$ cat src/rtl/fft_frame_scheduler.sv
// ============================================================================
//  Module   : fft_frame_scheduler
//  Purpose  : Frame sequencer for the FFT pitch-detect path: frame release,
//             bin counting, peak gating with silence hold-over, watchdog.
//  Revision : 1.0  initial release
// ============================================================================
`default_nettype none
`timescale 1ns/1ps

module fft_frame_scheduler #(
    parameter int NSamples       = 1024,
    parameter int W_K            = 16,
    parameter int W_MAG          = 33,
    parameter int TIMEOUT_CYCLES = 8192,
    parameter int HOLD_FRAMES    = 2
) (
    input  logic             clk,
    input  logic             reset,
    input  logic             enable,
    input  logic             frame_ready,
    output logic             frame_start,
    input  logic             bin_valid,
    input  logic             peak_valid,
    input  logic [W_K-1:0]   peak_k,
    input  logic [W_MAG-1:0] peak_mag,
    input  logic [W_MAG-1:0] threshold,
    output logic             pitch_valid,
    input  logic             pitch_ready,
    output logic [W_K-1:0]   pitch_data,
    output logic [15:0]      frame_count,
    output logic [7:0]       timeout_count,
    output logic [2:0]       state
);

    localparam int c_BIN_W = $clog2(NSamples + 1);
    localparam int c_WD_W  = $clog2(TIMEOUT_CYCLES + 1);
    localparam int c_SIL_W = $clog2(HOLD_FRAMES + 2);

    typedef enum logic [2:0] {
        c_IDLE       = 3'd0,
        c_WAIT_FRAME = 3'd1,
        c_RUN        = 3'd2,
        c_WAIT_PEAK  = 3'd3,
        c_PUBLISH    = 3'd4
    } state_t;

    state_t               r_state_q,         w_state_d;
    logic                 r_frame_start_q,   w_frame_start_d;
    logic                 r_pitch_valid_q,   w_pitch_valid_d;
    logic [W_K-1:0]       r_pitch_data_q,    w_pitch_data_d;
    logic [15:0]          r_frame_count_q,   w_frame_count_d;
    logic [7:0]           r_timeout_count_q, w_timeout_count_d;
    logic [W_K-1:0]       r_last_pitch_q,    w_last_pitch_d;
    logic [c_SIL_W-1:0]   r_silent_cnt_q,    w_silent_cnt_d;
    logic [c_BIN_W-1:0]   r_bin_cnt_q,       w_bin_cnt_d;
    logic [c_WD_W-1:0]    r_watchdog_q,      w_watchdog_d;
    logic                 w_last_bin;
    logic                 w_peak_accept;

    always_comb begin
        w_state_d         = r_state_q;
        w_frame_start_d   = 1'b0;
        w_pitch_valid_d   = r_pitch_valid_q;
        w_pitch_data_d    = r_pitch_data_q;
        w_frame_count_d   = r_frame_count_q;
        w_timeout_count_d = r_timeout_count_q;
        w_last_pitch_d    = r_last_pitch_q;
        w_silent_cnt_d    = r_silent_cnt_q;
        w_bin_cnt_d       = r_bin_cnt_q;
        w_watchdog_d      = r_watchdog_q;
        w_last_bin        = bin_valid && (r_bin_cnt_q == c_BIN_W'(NSamples - 1));
        w_peak_accept     = 1'b0;

        case (r_state_q)
            c_IDLE: begin
                if (enable) w_state_d = c_WAIT_FRAME;
            end
            c_WAIT_FRAME: begin
                if (frame_ready) begin
                    w_frame_start_d = 1'b1;
                    w_state_d       = c_RUN;
                    w_bin_cnt_d     = '0;
                    w_watchdog_d    = c_WD_W'(TIMEOUT_CYCLES);
                end else if (!enable) begin
                    w_state_d = c_IDLE;
                end
            end
            c_RUN, c_WAIT_PEAK: begin
                w_watchdog_d = r_watchdog_q - 1'b1;
                // In RUN a peak only counts when it coincides with the final bin
                w_peak_accept = peak_valid &&
                                ((r_state_q == c_WAIT_PEAK) || w_last_bin);
                if ((r_state_q == c_RUN) && bin_valid) begin
                    w_bin_cnt_d = r_bin_cnt_q + 1'b1;
                    if (w_last_bin) w_state_d = c_WAIT_PEAK;
                end
                if (w_peak_accept) begin
                    if (peak_mag >= threshold) begin
                        w_pitch_data_d = peak_k;
                        w_last_pitch_d = peak_k;
                        w_silent_cnt_d = '0;
                    end else if (r_silent_cnt_q < c_SIL_W'(HOLD_FRAMES)) begin
                        w_pitch_data_d = r_last_pitch_q;
                        w_silent_cnt_d = r_silent_cnt_q + 1'b1;
                    end else begin
                        w_pitch_data_d = '0;
                    end
                    w_pitch_valid_d = 1'b1;
                    w_state_d       = c_PUBLISH;
                end else if (r_watchdog_q <= c_WD_W'(1)) begin
                    if (r_timeout_count_q != 8'hFF)
                        w_timeout_count_d = r_timeout_count_q + 8'd1;
                    w_state_d = enable ? c_WAIT_FRAME : c_IDLE;
                end
            end
            c_PUBLISH: begin
                if (pitch_ready) begin
                    w_pitch_valid_d = 1'b0;
                    w_frame_count_d = r_frame_count_q + 16'd1;
                    w_state_d       = enable ? c_WAIT_FRAME : c_IDLE;
                end
            end
            default: w_state_d = c_IDLE;
        endcase
    end

    always_ff @(posedge clk) begin
        if (reset) begin
            r_state_q         <= c_IDLE;
            r_frame_start_q   <= 1'b0;
            r_pitch_valid_q   <= 1'b0;
            r_pitch_data_q    <= '0;
            r_frame_count_q   <= '0;
            r_timeout_count_q <= '0;
            r_last_pitch_q    <= '0;
            r_silent_cnt_q    <= c_SIL_W'(HOLD_FRAMES);
            r_bin_cnt_q       <= '0;
            r_watchdog_q      <= '0;
        end else begin
            r_state_q         <= w_state_d;
            r_frame_start_q   <= w_frame_start_d;
            r_pitch_valid_q   <= w_pitch_valid_d;
            r_pitch_data_q    <= w_pitch_data_d;
            r_frame_count_q   <= w_frame_count_d;
            r_timeout_count_q <= w_timeout_count_d;
            r_last_pitch_q    <= w_last_pitch_d;
            r_silent_cnt_q    <= w_silent_cnt_d;
            r_bin_cnt_q       <= w_bin_cnt_d;
            r_watchdog_q      <= w_watchdog_d;
        end
    end

    assign frame_start   = r_frame_start_q;
    assign pitch_valid   = r_pitch_valid_q;
    assign pitch_data    = r_pitch_data_q;
    assign frame_count   = r_frame_count_q;
    assign timeout_count = r_timeout_count_q;
    assign state         = r_state_q;

endmodule

`default_nettype wire

$ cat config.mk
export PLATFORM = sky130hd
export DESIGN_NAME = fft_frame_scheduler
export DESIGN_NICKNAME = d
export VERILOG_FILES = /design/src/rtl/fft_frame_scheduler.sv
export SDC_FILE = /design/constraint.sdc
export NUM_CORES = 1
export LEC_CHECK = 0
export ABC_AREA = 0
export BUFFER_PORTS_ARGS = -buffer_cell sky130_fd_sc_hd__buf_2
export CORE_ASPECT_RATIO = 1.1
export CORE_MARGIN = 2
export CORE_UTILIZATION = 56
export CTS_BUF_LIST = sky130_fd_sc_hd__clkbuf_16
export CTS_CLUSTER_SIZE = 30
export DETAILED_ROUTE_END_ITERATION = 10
export PLACE_DENSITY = 0.85
export SLEW_MARGIN = 20
export SYNTH_ARGS = -nofsm -noshare
export SYNTH_HDL_FRONTEND = slang
export SYNTH_SLANG_ARGS = --single-unit
$ cat constraint.sdc
create_clock -name clk -period 4.2 [get_ports clk]
set_input_delay 0.21 -clock clk [delete_from_list [all_inputs] [get_ports clk]]
set_output_delay 0.21 -clock clk [all_outputs]
set_load 0.1 [all_outputs]
==> impl_results.md, run 1 <==
* Routability cong. at ~0.85
* HP Class: input port to flop
* Outcome: completed
* Worst setup EP type: flop
* Yosys reg bits at a little under 90
* DR vias at around 4100
* Startpoint types: flop
* Seq/Total Area, Yosys at approximately two fifths
* # setup viols final at 0
* Initial antenna violation count at 0
* # IOs at 134
* Final antenna-violating net count at 0
* Final net count at 773
* Overall routed net length at roughly 11 mm
* Die footprint at just under 9000 µm²
* Sink Count at 88
* Largest net degree at the start of global routing at 54
* Ys Warns at 0
* Max-cap violations at 0
* DRC Markers at 0
* Synth Flop Type: dfxtp_1
* H-tree depth at 3
* Placed Area at approximately 5300 µm²
* I/O Buffers at about 130
* CTS tree: built
* Critical path data required time at about 4.5 ns
* Wire length per cell at between 10 and 15 µm
* Final Max Slew Viols at 0
* Unrepaired setup endpoints after global routing: false
* Mapped Cells at roughly 500
* Total gr overflow at 0
* Final hold vios at 0
* Final Skew at 0.007787 ns
* Initial Util at roughly 58%
* 1st-iter DRT viols at around 140
* Vias per cell at 5.423
* Clock slew at reported path FFs at ~0.06 ns
* Clock buffer depth at 2
* PwrDens at around 440 nW/µm²
* Hpwl dp at 8.228 mm
* Mapped Area at 4571 µm²
* Num CTS Buffers at 9
* Number of synthesized flops with an enable pin at 0
* Clock root buffer: clkbuf_16
* Post-CTS setup buffers at 0
* Gr usage total at about a quarter
* Die width at roughly 90 µm
* Worst EP arrival at 3.10 ns
* Pre-antenna DRT Iters at 4
* Syn avg cell area at 8.875 µm²
* Leakage Power at 2.825 nW
* Peak supply drop at between 0.2 and 0.3 mV
* Mapped Nets at around 640
* ANT cells at 0
* Slew HR at 50.86%
* Core box area at approximately 7900 µm²
* Worst-Margin Slew at between 0.7 and 0.8 ns
* Post-layout min period at 2.817 ns
* Design Area, Final at ~5600 µm²
* Vias in the first global route at approximately 4100
* # rows at 34
* Fmax at around 0.35 GHz
* Clock Latency Late Sink at ~0.34 ns
* Area Overhead vs Synth at 22.45%
* Post-route setup TNS at 0 ns
* # hold bufs at CTS at 0
* Crit-path max FO at 18
* Unique masters post-synth at 59
* Crit Path Class: flop to flop
* Fraction of layout cells with a size suffix above 1 at 25.50%
* Post-synth ARST share at 0%
* Die H at 98.75 µm
* CTS resizes at 0
* Period utilisation layout at roughly two thirds
* First-pass GRT wire length at 18.26 mm
[layout make-up]
cell class	instances	area, µm²
Multi-Input combinational cell	365	2550
Clock inverter	7	63.81
Inverter	46	172.7
Timing Repair Buffer	136	688.2
Tap cell	108	135.1
Fill cell	629	2316
Clock buffer	9	225.2
Sequential cell	88	1762
[through the flow]
stage | hold slack, ns | instances | setup slack (ns) | utilization [%] | total power [mW]
final | 0.1151 | 759 | 1.383 | 70.73 | 2.476
after global routing | 0.1265 | 759 | 1.217 | 70.73 | 2.595
after CTS | 0.1083 | 759 | 1.421 | 70.73 | 2.481
after detailed placement | 0.4577 | 743 | 1.466 | 67.08 | 1.699
after global placement | 0.4501 | 743 | 1.570 | 67.08 | 1.674
after floorplan | 0.3489 | 515 | 1.545 | - | 1.544
[cell usage after synthesis, types with 3 or more instances]
master	number	area (µm²)
a21o_1	3	22.52
a21oi_1	24	120.1
a221o_1	16	160.2
and3_1	20	125.1
and4_1	3	26.28
buf_6	3	33.78
clkbuf_1	9	33.78
dfxtp_1	88	1762
ha_1	38	475.5
inv_1	46	172.7
mux2i_1	18	180.2
nand2_1	35	131.4
nand3_1	15	75.07
nand4_1	8	50.05
nor2_1	76	285.3
nor2b_1	3	18.77
nor3_1	10	50.05
nor4_1	3	18.77
o21ai_0	10	50.05
or3_1	5	31.28
xnor2_1	22	192.7
xor2_1	15	131.4
[metal layers]
| layer | GRT usage (%) | vias up | part of all wire, % |
|---|---|---|---|
| li1 | - | 2046 | - |
| met1 | 27.68 | 1912 | 40 |
| met2 | 46.50 | 132 | 52 |
| met3 | 4.511 | 26 | 5.1 |
| met4 | 10.41 | 0 | 2.5 |
| met5 | 0 | - | 0 |
[cells in the final DEF (no fill, tap or decap), types with 3 or more instances in the layout]
| cell | count |
|---|---|
| buf_2 | 133 |
| dfxtp_1 | 88 |
| nor2_1 | 76 |
| inv_1 | 47 |
| ha_1 | 38 |
| nand2_1 | 35 |
| a21oi_1 | 24 |
| xnor2_1 | 22 |
| and3_1 | 20 |
| mux2i_1 | 18 |
| a221o_1 | 16 |
| nand3_1 | 15 |
| xor2_1 | 15 |
| nor3_1 | 10 |
| o21ai_0 | 10 |
| clkbuf_16 | 9 |
| nand4_1 | 8 |
| or3_1 | 5 |
| nor4_1 | 3 |
| and4_1 | 3 |
| nor2b_1 | 3 |
| a21o_1 | 3 |
| buf_4 | 3 |
[registers in the layout (all words and copies together), names as in the netlist]
| signal | flops |
|---|---|
| r_silent_cnt_q | 2 |
| frame_start | 1 |
| timeout_count | 8 |
| r_bin_cnt_q | 11 |
| frame_count | 16 |
| pitch_data | 16 |
| pitch_valid | 1 |
| r_last_pitch_q | 16 |
| state | 3 |
| r_watchdog_q | 14 |
[critical path, stage by stage, from the launching register on]
cell and delay (ns):
dfxtp_1 0.42, ha_1 0.23, nand2_1 0.12, o41ai_2 0.45
nand2_1 0.48, nor3b_4 0.77, mux2_2 0.27
[logic make-up (layout without fill, tap and decap cells)]
kind of cell               after synthesis  count (layout)  synth area share, %
DFF                                     88              88                38.54
xor gates and xnor gates                37              37                7.090
buffers and inverters                   62             198                5.749
adders and majority gates               38              38                10.40
and+or+nand+nor                        201             201                23.10
muxes                                   19              19                4.188
AOI/OAI and AO/OA                       70              70                10.92
[power by group]
group / total, mW / internal [mW] / switching (mW)
clock network: 0.782 / 0.456 / 0.327
logic: 0.692 / 0.291 / 0.401
registers: 1.00 / 0.913 / 0.0890
total: 2.48 / 1.66 / 0.817
[final timing paths]
kind,startpoint,endpoint,slack (ns),cells after the start
setup / recovery,r_bin_cnt_q[0],r_silent_cnt_q[0],1.38,6
hold / removal,peak_k[7],pitch_data[7],0.12,2
setup reg to reg,r_bin_cnt_q[0],r_silent_cnt_q[0],1.38,6
hold reg to reg,r_last_pitch_q[14],pitch_data[14],0.48,1
Power figures use the tool's default switching activity.
==> run 2: changes to the inputs <==
Settings changed: CORE_UTILIZATION 56 to 52, PLACE_DENSITY 0.85 to 0.8.
Clock period 4.2 ns to 2.78 ns, I/O delays scaled along.
==> impl_results.md, run 2 (synthesized netlist as in run 1, its figures left out) <==
* DR vias at between 4000 and 5000
* HP Class: input port to flop
* Placed cells at 750
* # IOs at 134
* Initial antenna violation count at 0
* Final antenna-violating net count at 0
* Core box area at 8452 µm²
* Net Sw Frac at 33.11%
* Initial Util at between 50% and 60%
* Area Overhead vs Synth at 23.65%
* Clock root buffer: clkbuf_16
* Startpoint types: flop
* I/O Buffers at approximately 130
* Most frequent cells in the layout: buf_2 (133), dfxtp_1 (88), nor2_1 (76), inv_1 (46), ha_1 (38)
* Period utilisation layout at 81.73%
* Wire length per cell at 13.49 µm
* Register area at ~1800 µm²
* P_int at about 2.5 mW
* Clock slew at reported path FFs at about 0.07 ns
* Num CTS Buffers at 9
* Fraction of layout cells with a size suffix above 1 at a little over a quarter
* Share of total power in combinational logic at about 28%
* Die H at 102.3 µm
* Final Max Slew Viols at 0
* Crit-path max FO at 8
* Die width at 93.39 µm
* Area of the multi-input gates at ~2500 µm²
* Max-cap violations at 0
* Total gr overflow at 0
* CTS resizes at 0
* Crit Path Class: flop to flop
* Final Skew at ~0.0089 ns
* Reg power frac at approximately 40%
* Clock power frac at between 30% and 40%
* # setup viols final at 0
* Gr usage total at between 20% and 30%
* Final hold vios at 0
* Die footprint at 9557 µm²
* Clock Latency Late Sink at 0.34 ns
* 1st-iter DRT viols at ~110
* Overall routed net length at around 10 mm
* Final WS setup at about 0.5 ns
* Layout Utilization at between 60% and 70%
* Vias in the first global route at around 4100
* Largest net degree at the start of global routing at 37
* Unrepaired setup endpoints after global routing: false
* Slowest cell on crit path: o41ai_2
* Post-Layout Cell Count at 766
* Sink Count at between 80 and 90
* # hold bufs at CTS at 0
* Place WS at roughly 0.42 ns
* Fill count at 713
* Peak supply drop at between 0.3 and 0.4 mV
* CTS tree: built
* Leakage Power at roughly 2.9 nW
* Post-CTS setup buffers at 0
* Critical path's largest stage delay at between 0.4 and 0.5 ns
* DRC Markers at 0
* Worst-Margin Slew at approximately 0.6 ns
* First-pass GRT wire length at about 18 mm
* Worst setup EP type: flop
* PwrDens at about 670 nW/µm²
* Slew HR at around three fifths
* Critical path data required time at around 3.0 ns
* Routability cong. at roughly 0.84
* # rows at 35
* Hpwl dp at roughly 8 mm
* ANT cells at 0
* Most common cell after layout, fill and taps aside: buf_2
* Worst EP arrival at ~2.5 ns
* Outcome: completed
* NetSw at 1.257 mW
* Pre-antenna DRT Iters at 4
* Post-route setup TNS at 0 ns
* H-tree depth at 3
* Clock buffer depth at 2
* Post-layout min period at between 2 and 2.5 ns
* Vias per cell at 5.317
* Fmax at 0.4401 GHz
* Worst-path cell chain: ha_1 > nand2_1 > o41ai_2 > and2_1 > o21ai_2 > buf_4 > mux2i_1 > nor2_1
* Final net count at a little under 800
-- run 2: cell count changes in the layout (fill, tap and decap cells not counted) --
cell,before,now
clkinv_1,1,0
clkinvlp_4,1,0
inv_6,0,4
clkinv_2,2,0
inv_1,47,46
buf_4,3,7
inv_8,0,1
-- run 2: critical path: cells and delay by family (launching register included) --
family | cells | cell delay, ns
adder cells (fa/ha/maj) | 1 | 0.23
buffers and inverters | 1 | 0.23
AO/OA/AOI/OAI | 2 | 0.64
multiplexers | 1 | 0.18
AND/OR/NAND/NOR | 3 | 0.46
flip-flops | 1 | 0.40
-- run 2: metal layers --
metal / global-route usage, % / part of all wire, % / up-vias
met5: 0 / 0 / -
met4: 8.597 / 2.3 / 0
met3: 6.195 / 4.5 / 24
met2: 40.01 / 51 / 89
met1: 26.17 / 43 / 1899
li1: - / - / 2061
-- run 2: area by class of cell --
class	instances	area share (%)
clock inverter	7	1.505
tap	111	2.457
inverter	46	3.055
timing repair buffer	140	12.71
multi-input combinational	365	45.12
clock buffer	9	3.985
sequential	88	31.17
-- run 2: power groups by stage --
stage	sequential [mW]	clock, mW	combinational, mW
floorplan	1.65	0	0.686
global placement	1.53	0	1.01
detailed placement	1.53	0	1.04
CTS	1.51	1.26	1.05
global route	1.53	1.31	1.17
finish	1.51	1.24	1.04
-- run 2: path summary, 6_finish.rpt --
path | from | to | slack [ns] | cells past startpoint
min | peak_k[11] | pitch_data[11] | 0.04 | 2
max reg2reg | r_bin_cnt_q[0] | r_last_pitch_q[13] | 0.51 | 8
min reg2reg | r_last_pitch_q[11] | pitch_data[11] | 0.49 | 1
max | r_bin_cnt_q[0] | r_last_pitch_q[13] | 0.51 | 8
-- run 2: through the flow --
| stage | hold slack, ns | power, mW | cell area, µm² |
|---|---|---|---|
| floorplan | 0.2779 | 2.333 | 4571 |
| global placement | 0.3773 | 2.534 | 5341 |
| detailed placement | 0.3887 | 2.571 | 5341 |
| CTS | 0.02973 | 3.821 | 5652 |
| global route | 0.03211 | 4.009 | 5652 |
| finish | 0.03694 | 3.796 | 5652 |
